<file path="src/rtl/multicycle_control.sv">
// Control FSM for the shared multi-cycle MIPS datapath: sequences fetch, decode and
// execute states, waits on the unified memory, and counts retired instructions.
module multicycle_control #(
  parameter int CNT_WIDTH = 32
) (
  input  logic                 clock,
  input  logic                 reset,
  input  logic [5:0]           opcode,
  input  logic                 zero,
  input  logic                 mem_ready,
  output logic                 pcwrite,
  output logic                 pcwritecond,
  output logic                 iord,
  output logic                 memread,
  output logic                 memwrite,
  output logic                 irwrite,
  output logic                 memtoreg,
  output logic                 regdst,
  output logic                 regwrite,
  output logic                 link,
  output logic                 alusrca,
  output logic [1:0]           alusrcb,
  output logic [1:0]           immsel,
  output logic [1:0]           aluop,
  output logic [1:0]           pcsource,
  output logic [3:0]           state,
  output logic                 illegal,
  output logic [CNT_WIDTH-1:0] instr_count
);

  typedef enum logic [3:0] {
    FETCH  = 4'd0,
    DECODE = 4'd1,
    MEMADR = 4'd2,
    MEMRD  = 4'd3,
    MEMWB  = 4'd4,
    MEMWR  = 4'd5,
    RTEXEC = 4'd6,
    RTWB   = 4'd7,
    BRANCH = 4'd8,
    JUMP   = 4'd9,
    IEXEC  = 4'd10,
    IWB    = 4'd11
  } state_t;

  localparam logic [5:0] OP_RTYPE = 6'b000000;
  localparam logic [5:0] OP_LW    = 6'b100011;
  localparam logic [5:0] OP_SW    = 6'b101011;
  localparam logic [5:0] OP_BEQ   = 6'b000100;
  localparam logic [5:0] OP_J     = 6'b000010;
  localparam logic [5:0] OP_JAL   = 6'b000011;
  localparam logic [5:0] OP_ORI   = 6'b001101;
  localparam logic [5:0] OP_LUI   = 6'b001111;

  state_t state_q;
  state_t state_d;
  logic   retire;

  // zero only feeds the datapath's PC-enable logic, never the controller outputs
  logic unused_zero;
  assign unused_zero = zero;

  assign state = state_q;

  always_ff @(posedge clock) begin
    if (reset) begin
      state_q     <= FETCH;
      instr_count <= '0;
    end else begin
      state_q <= state_d;
      if (retire) begin
        instr_count <= instr_count + CNT_WIDTH'(1);
      end
    end
  end

  always_comb begin
    state_d     = state_q;
    retire      = 1'b0;
    pcwrite     = 1'b0;
    pcwritecond = 1'b0;
    iord        = 1'b0;
    memread     = 1'b0;
    memwrite    = 1'b0;
    irwrite     = 1'b0;
    memtoreg    = 1'b0;
    regdst      = 1'b0;
    regwrite    = 1'b0;
    link        = 1'b0;
    alusrca     = 1'b0;
    alusrcb     = 2'b00;
    immsel      = 2'b00;
    aluop       = 2'b00;
    pcsource    = 2'b00;
    illegal     = 1'b0;

    case (state_q)
      FETCH: begin
        memread = 1'b1;
        alusrcb = 2'b01;
        if (mem_ready) begin
          irwrite = 1'b1;
          pcwrite = 1'b1;
          state_d = DECODE;
        end
      end
      DECODE: begin
        alusrcb = 2'b11;
        case (opcode)
          OP_RTYPE:     state_d = RTEXEC;
          OP_LW, OP_SW: state_d = MEMADR;
          OP_BEQ:       state_d = BRANCH;
          OP_J, OP_JAL: state_d = JUMP;
          OP_ORI, OP_LUI: state_d = IEXEC;
          default: begin
            illegal = 1'b1;
            state_d = FETCH;
          end
        endcase
      end
      MEMADR: begin
        alusrca = 1'b1;
        alusrcb = 2'b10;
        state_d = (opcode == OP_SW) ? MEMWR : MEMRD;
      end
      MEMRD: begin
        memread = 1'b1;
        iord    = 1'b1;
        if (mem_ready) state_d = MEMWB;
      end
      MEMWB: begin
        regwrite = 1'b1;
        memtoreg = 1'b1;
        retire   = 1'b1;
        state_d  = FETCH;
      end
      MEMWR: begin
        memwrite = 1'b1;
        iord     = 1'b1;
        if (mem_ready) begin
          retire  = 1'b1;
          state_d = FETCH;
        end
      end
      RTEXEC: begin
        alusrca = 1'b1;
        aluop   = 2'b10;
        state_d = RTWB;
      end
      RTWB: begin
        regwrite = 1'b1;
        regdst   = 1'b1;
        retire   = 1'b1;
        state_d  = FETCH;
      end
      BRANCH: begin
        alusrca     = 1'b1;
        aluop       = 2'b01;
        pcwritecond = 1'b1;
        pcsource    = 2'b01;
        retire      = 1'b1;
        state_d     = FETCH;
      end
      JUMP: begin
        pcwrite  = 1'b1;
        pcsource = 2'b10;
        // PC already holds PC+4 here, so jal links it straight into $31
        if (opcode == OP_JAL) begin
          regwrite = 1'b1;
          link     = 1'b1;
        end
        retire  = 1'b1;
        state_d = FETCH;
      end
      IEXEC: begin
        alusrca = 1'b1;
        alusrcb = 2'b10;
        aluop   = 2'b11;
        immsel  = (opcode == OP_LUI) ? 2'b10 : 2'b01;
        state_d = IWB;
      end
      IWB: begin
        regwrite = 1'b1;
        retire   = 1'b1;
        state_d  = FETCH;
      end
      default: state_d = FETCH;
    endcase

    // A reset cycle must never leak a write or a request into the datapath
    if (reset) begin
      pcwrite     = 1'b0;
      pcwritecond = 1'b0;
      iord        = 1'b0;
      memread     = 1'b0;
      memwrite    = 1'b0;
      irwrite     = 1'b0;
      memtoreg    = 1'b0;
      regdst      = 1'b0;
      regwrite    = 1'b0;
      link        = 1'b0;
      alusrca     = 1'b0;
      alusrcb     = 2'b00;
      immsel      = 2'b00;
      aluop       = 2'b00;
      pcsource    = 2'b00;
      illegal     = 1'b0;
      retire      = 1'b0;
    end
  end

endmodule

</file>
<file path="config.mk">
export PLATFORM = sky130hd
export DESIGN_NAME = multicycle_control
export DESIGN_NICKNAME = d
export VERILOG_FILES = /design/src/rtl/multicycle_control.sv
export SDC_FILE = /design/constraint.sdc
export NUM_CORES = 1
export LEC_CHECK = 0
export ABC_AREA = 0
export CAP_MARGIN = 10
export CELL_PAD_IN_SITES_DETAIL_PLACEMENT = 0
export CELL_PAD_IN_SITES_GLOBAL_PLACEMENT = 2
export CORE_MARGIN = 1.5
export CORE_UTILIZATION = 23
export DETAILED_ROUTE_END_ITERATION = 7
export GPL_ROUTABILITY_DRIVEN = 1
export HOLD_SLACK_MARGIN = 0.02
export PLACE_DENSITY_LB_ADDON = 0.1
export RECOVER_POWER = 25
export SYNTH_ARGS = -nofsm -noshare
export SYNTH_HDL_FRONTEND = slang
export SYNTH_SLANG_ARGS = --single-unit
</file>
<file path="constraint.sdc">
create_clock -name clock -period 1.65 [get_ports clock]
set_clock_uncertainty 0.1 [all_clocks]
set_input_delay 0.33 -clock clock [delete_from_list [all_inputs] [get_ports clock]]
set_output_delay 0.33 -clock clock [all_outputs]
set_load 0.05 [all_outputs]
</file>
==> flow_summary_export.csv <==
group,metric,value,unit
status,status,"complete, but fails checks",
status,violations,"DRC, setup timing",
power,intPower,1.32,mW
timing,tightestPinTransition,0.508,ns
detailed_routing,drc,3,
placed_design,pre_cts_slack,-0.632,ns
power,p_sw_frac,0.280,
floorplanning,die_w,98.7,um
final_layout,drive_above_1_share,0.616,
synth,syn-num-nets,291,
floorplanning,fp.dieH,98.7,um
critical_path,r2r_end,"instr_count[20]$_SDFFE_PP0P_",
clock_network,clock_latency,0.29,ns
detailed_routing,ant_nets,0,
timing,finalCritPeriodShare,1.24,
synth,synth-main-ff-cell,"dfxtp_1",
clock_network,clockRootBuffer,"clkbuf_8",
synth,yosys_warnings,0,
timing,setup_violations,52,
synth,synthCells,280,
grt,grt_max_degree,34,
synth,synth-xor-area-share,0.0665,
timing,fmax,489,MHz
clock_network,cts.sinks,36,
timing,worst_slack,-0.396,ns
clock_network,cts_tree,"built",
power,seqPwrFrac,0.463,
floorplanning,ioPinCount,66,
critical_path,r2r_cells,8,
clock_network,ctsHoldBuffers,0,
detailed_routing,first_pass_iters,6,
synth,ys_ff_latch,36,
synth,synth_edf_count,0,
grt,grt_pass1_vias,2667,
power,p_leak,1.97,nW
placed_design,portBuffers,64,
detailed_routing,via_count,2725,
synth,ys_top_cells_by_area,"dfxtp_1, nor2_1, xor2_1",
power,vdd_drop_max,0.195,mV
synth,synthesis.area,2110,sq um
placed_design,place.gp.congestion,0.782,
final_layout,post-route-util,0.568,
synth,async_flop_share,0,
synth,synth_compound_area_frac,0.156,
placed_design,dp.cells,522,
final_layout,fillCellCount,777,
critical_path,crit_chain,"or3_4 -> nor4_4 -> buf_12",
final_layout,diodes,0,
floorplanning,core_area,8810,sq um
timing,hold_ws,0.300,ns
placed_design,hpwl,5530,um
final_layout,nets,461,
synth,ys_types,43,
power,combPwrFrac,0.202,
synth,synth_top_family_by_area,"simple AND/OR/NAND/NOR gates",
synth,ys_seq_area_frac,0.342,
synth,synth_common_cells,"dfxtp_1, nor2_1, a21oi_1, o21ai_0",
clock_network,clk_pin_slew_worst_paths,0.08,ns
timing,hold_viol_final,0,
floorplanning,dieArea,9740,sq um
job,cap_violations,0,
critical_path,worst_path_largest_cell_delay,0.43,ns
synth,synth-adder-area-share,0.00594,
critical_path,required,1.22,ns
detailed_routing,routed_wl,7900,um
power,powerDensity,366,nW/um^2
power,power,1.83,mW
detailed_routing,routed_via_density,4.87,
synth,synthSimpleGateAreaFrac,0.370,
critical_path,crit-reg2reg-launch,"state[1]$_SDFFE_PP0P_",
critical_path,end_kind,"primary output",
final_layout,syn_to_final_growth,138,%
timing,relSlewSlack,0.661,
synth,muxShareOfSynthArea,0.0101,
detailed_routing,wl_per_cell,14.1,um
synth,yosys.area.top_type,"dfxtp_1",
grt,grt_pass1_wl,12800,um
critical_path,timing.critical_path.from,"state[2]$_SDFFE_PP0P_",
grt,grt_util_all_layers,0.161,
critical_path,arrival,1.62,ns
floorplanning,start_util,0.239,
power,p_clk_frac,0.334,
clock_network,htree_levels,2,
min_path,hold_class,"in -> reg",
synth,synth_most_common_cell,"dfxtp_1",
synth,syn_avg_cell_area,7.52,sq um
power,p_sw,0.513,mW
grt,grt_antenna_before_repair,0,
timing,report.final.slew_viol_count,0,
final_layout,stdcell_count,559,
timing,rsz0062_at_grt,"true",
critical_path,critPathKind,"reg -> out",
detailed_routing,drt_iter0_drc,113,
critical_path,reg2reg_slack,-0.38,ns
timing,min_period,2.05,ns
clock_network,cts_buffers,5,
grt,grt_remaining_overflow,0,
critical_path,critPathMaxFanout,5,
floorplanning,fp-row-count,34,
critical_path,crit_path_end,"illegal",
critical_path,startpoint_type,"register",
critical_path,crit_path_top_delay_cell,"or3_4",
clock_network,clockBufferDepth,2,
synth,yosysTopAreaCellShare,0.342,
==> sequential cells by signal, summed over array words and instances, names as in the netlist <==
signal	count
instr_count	32
state	4
==> through the flow <==
stage	cell area, sq um	setup TNS, ns
2_1_floorplan	2520	-5.03
3_3_place_gp	4310	-18.93
3_5_place_dp	4310	-19.89
4_1_cts	4790	-12.44
5_1_grt	5010	-16.78
6_report	5010	-11.82
==> per-layer routing <==
metal / GRT usage / wire length, um
met2: 0.264 / 3920
met5: 0 / 0
met4: 0.0374 / 73
met3: 0.0262 / 257
met1: 0.221 / 3650
==> how the worst min path moves through the flow <==
stage	from	to	slack, ns	depth (start not counted)
after detailed placement	instr_count[31]$_SDFFE_PP0P_	instr_count[31]$_SDFFE_PP0P_	0.43	2
after global routing	reset	state[0]$_SDFFE_PP0P_	0.29	3
after CTS	reset	state[0]$_SDFFE_PP0P_	0.27	3
after global placement	instr_count[31]$_SDFFE_PP0P_	instr_count[31]$_SDFFE_PP0P_	0.40	2
after floorplan	opcode[4]	state[1]$_SDFFE_PP0P_	0.45	2
final	reset	state[0]$_SDFFE_PP0P_	0.30	3
==> cell type report <==
type | instances | area, sq um | area share
Tap cell | 108 | 135 | 0.0270
Clock buffer | 7 | 76.3 | 0.0152
Clock inverter | 1 | 5.00 | 0.00100
Inverter | 4 | 27.5 | 0.00550
Multi-Input combinational cell | 219 | 1770 | 0.354
Timing Repair Buffer | 184 | 2200 | 0.439
Sequential cell | 36 | 792 | 0.158
==> logic make-up after synthesis <==
kind of cell,after synthesis
compound gates,57
xor+xnor,16
fa+ha+maj,1
buf+inv,25
flops,36
mux,2
simple gates,143
==> cell usage in the layout, fill, tap and decap left out, drive strengths merged, types with 4 or more instances in the layout <==
cell type    n
and3         7
nand3       13
o21ai       20
dfxtp       36
nor2        34
clkbuf      12
and2         7
or3         16
nor4         7
o21a         4
nor2b        5
nand2       17
buf        173
nor3        11
a21oi       20
nand4       17
xor2        13
==> power groups by stage <==
stage,Sequential [mW],Clock (mW),Combinational (mW)
after global routing,0.848,0.674,0.392
after CTS,0.847,0.631,0.350
final,0.848,0.612,0.371
after global placement,0.870,0,0.306
after floorplan,0.878,0,0.159
after detailed placement,0.870,0,0.305
==> critical path: cells and delay by family, from the launching register on <==
family                 cells  cell delay (ns)
flip-flops                 1             0.38
buffers and inverters      1             0.18
AND/OR/NAND/NOR            2             0.77
==> timing repair <==
| action | in CTS | in global routing |
|---|---|---|
| endpoints found under the hold margin | 0 | 0 |
| pin swaps | 31 | 37 |
| setup endpoints to repair | 52 | 54 |
| gates resized for setup | 65 | 57 |
| cloned | 1 | 0 |
| setup buffers | 19 | 15 |
No activity file was read; power rests on OpenSTA's default activity.
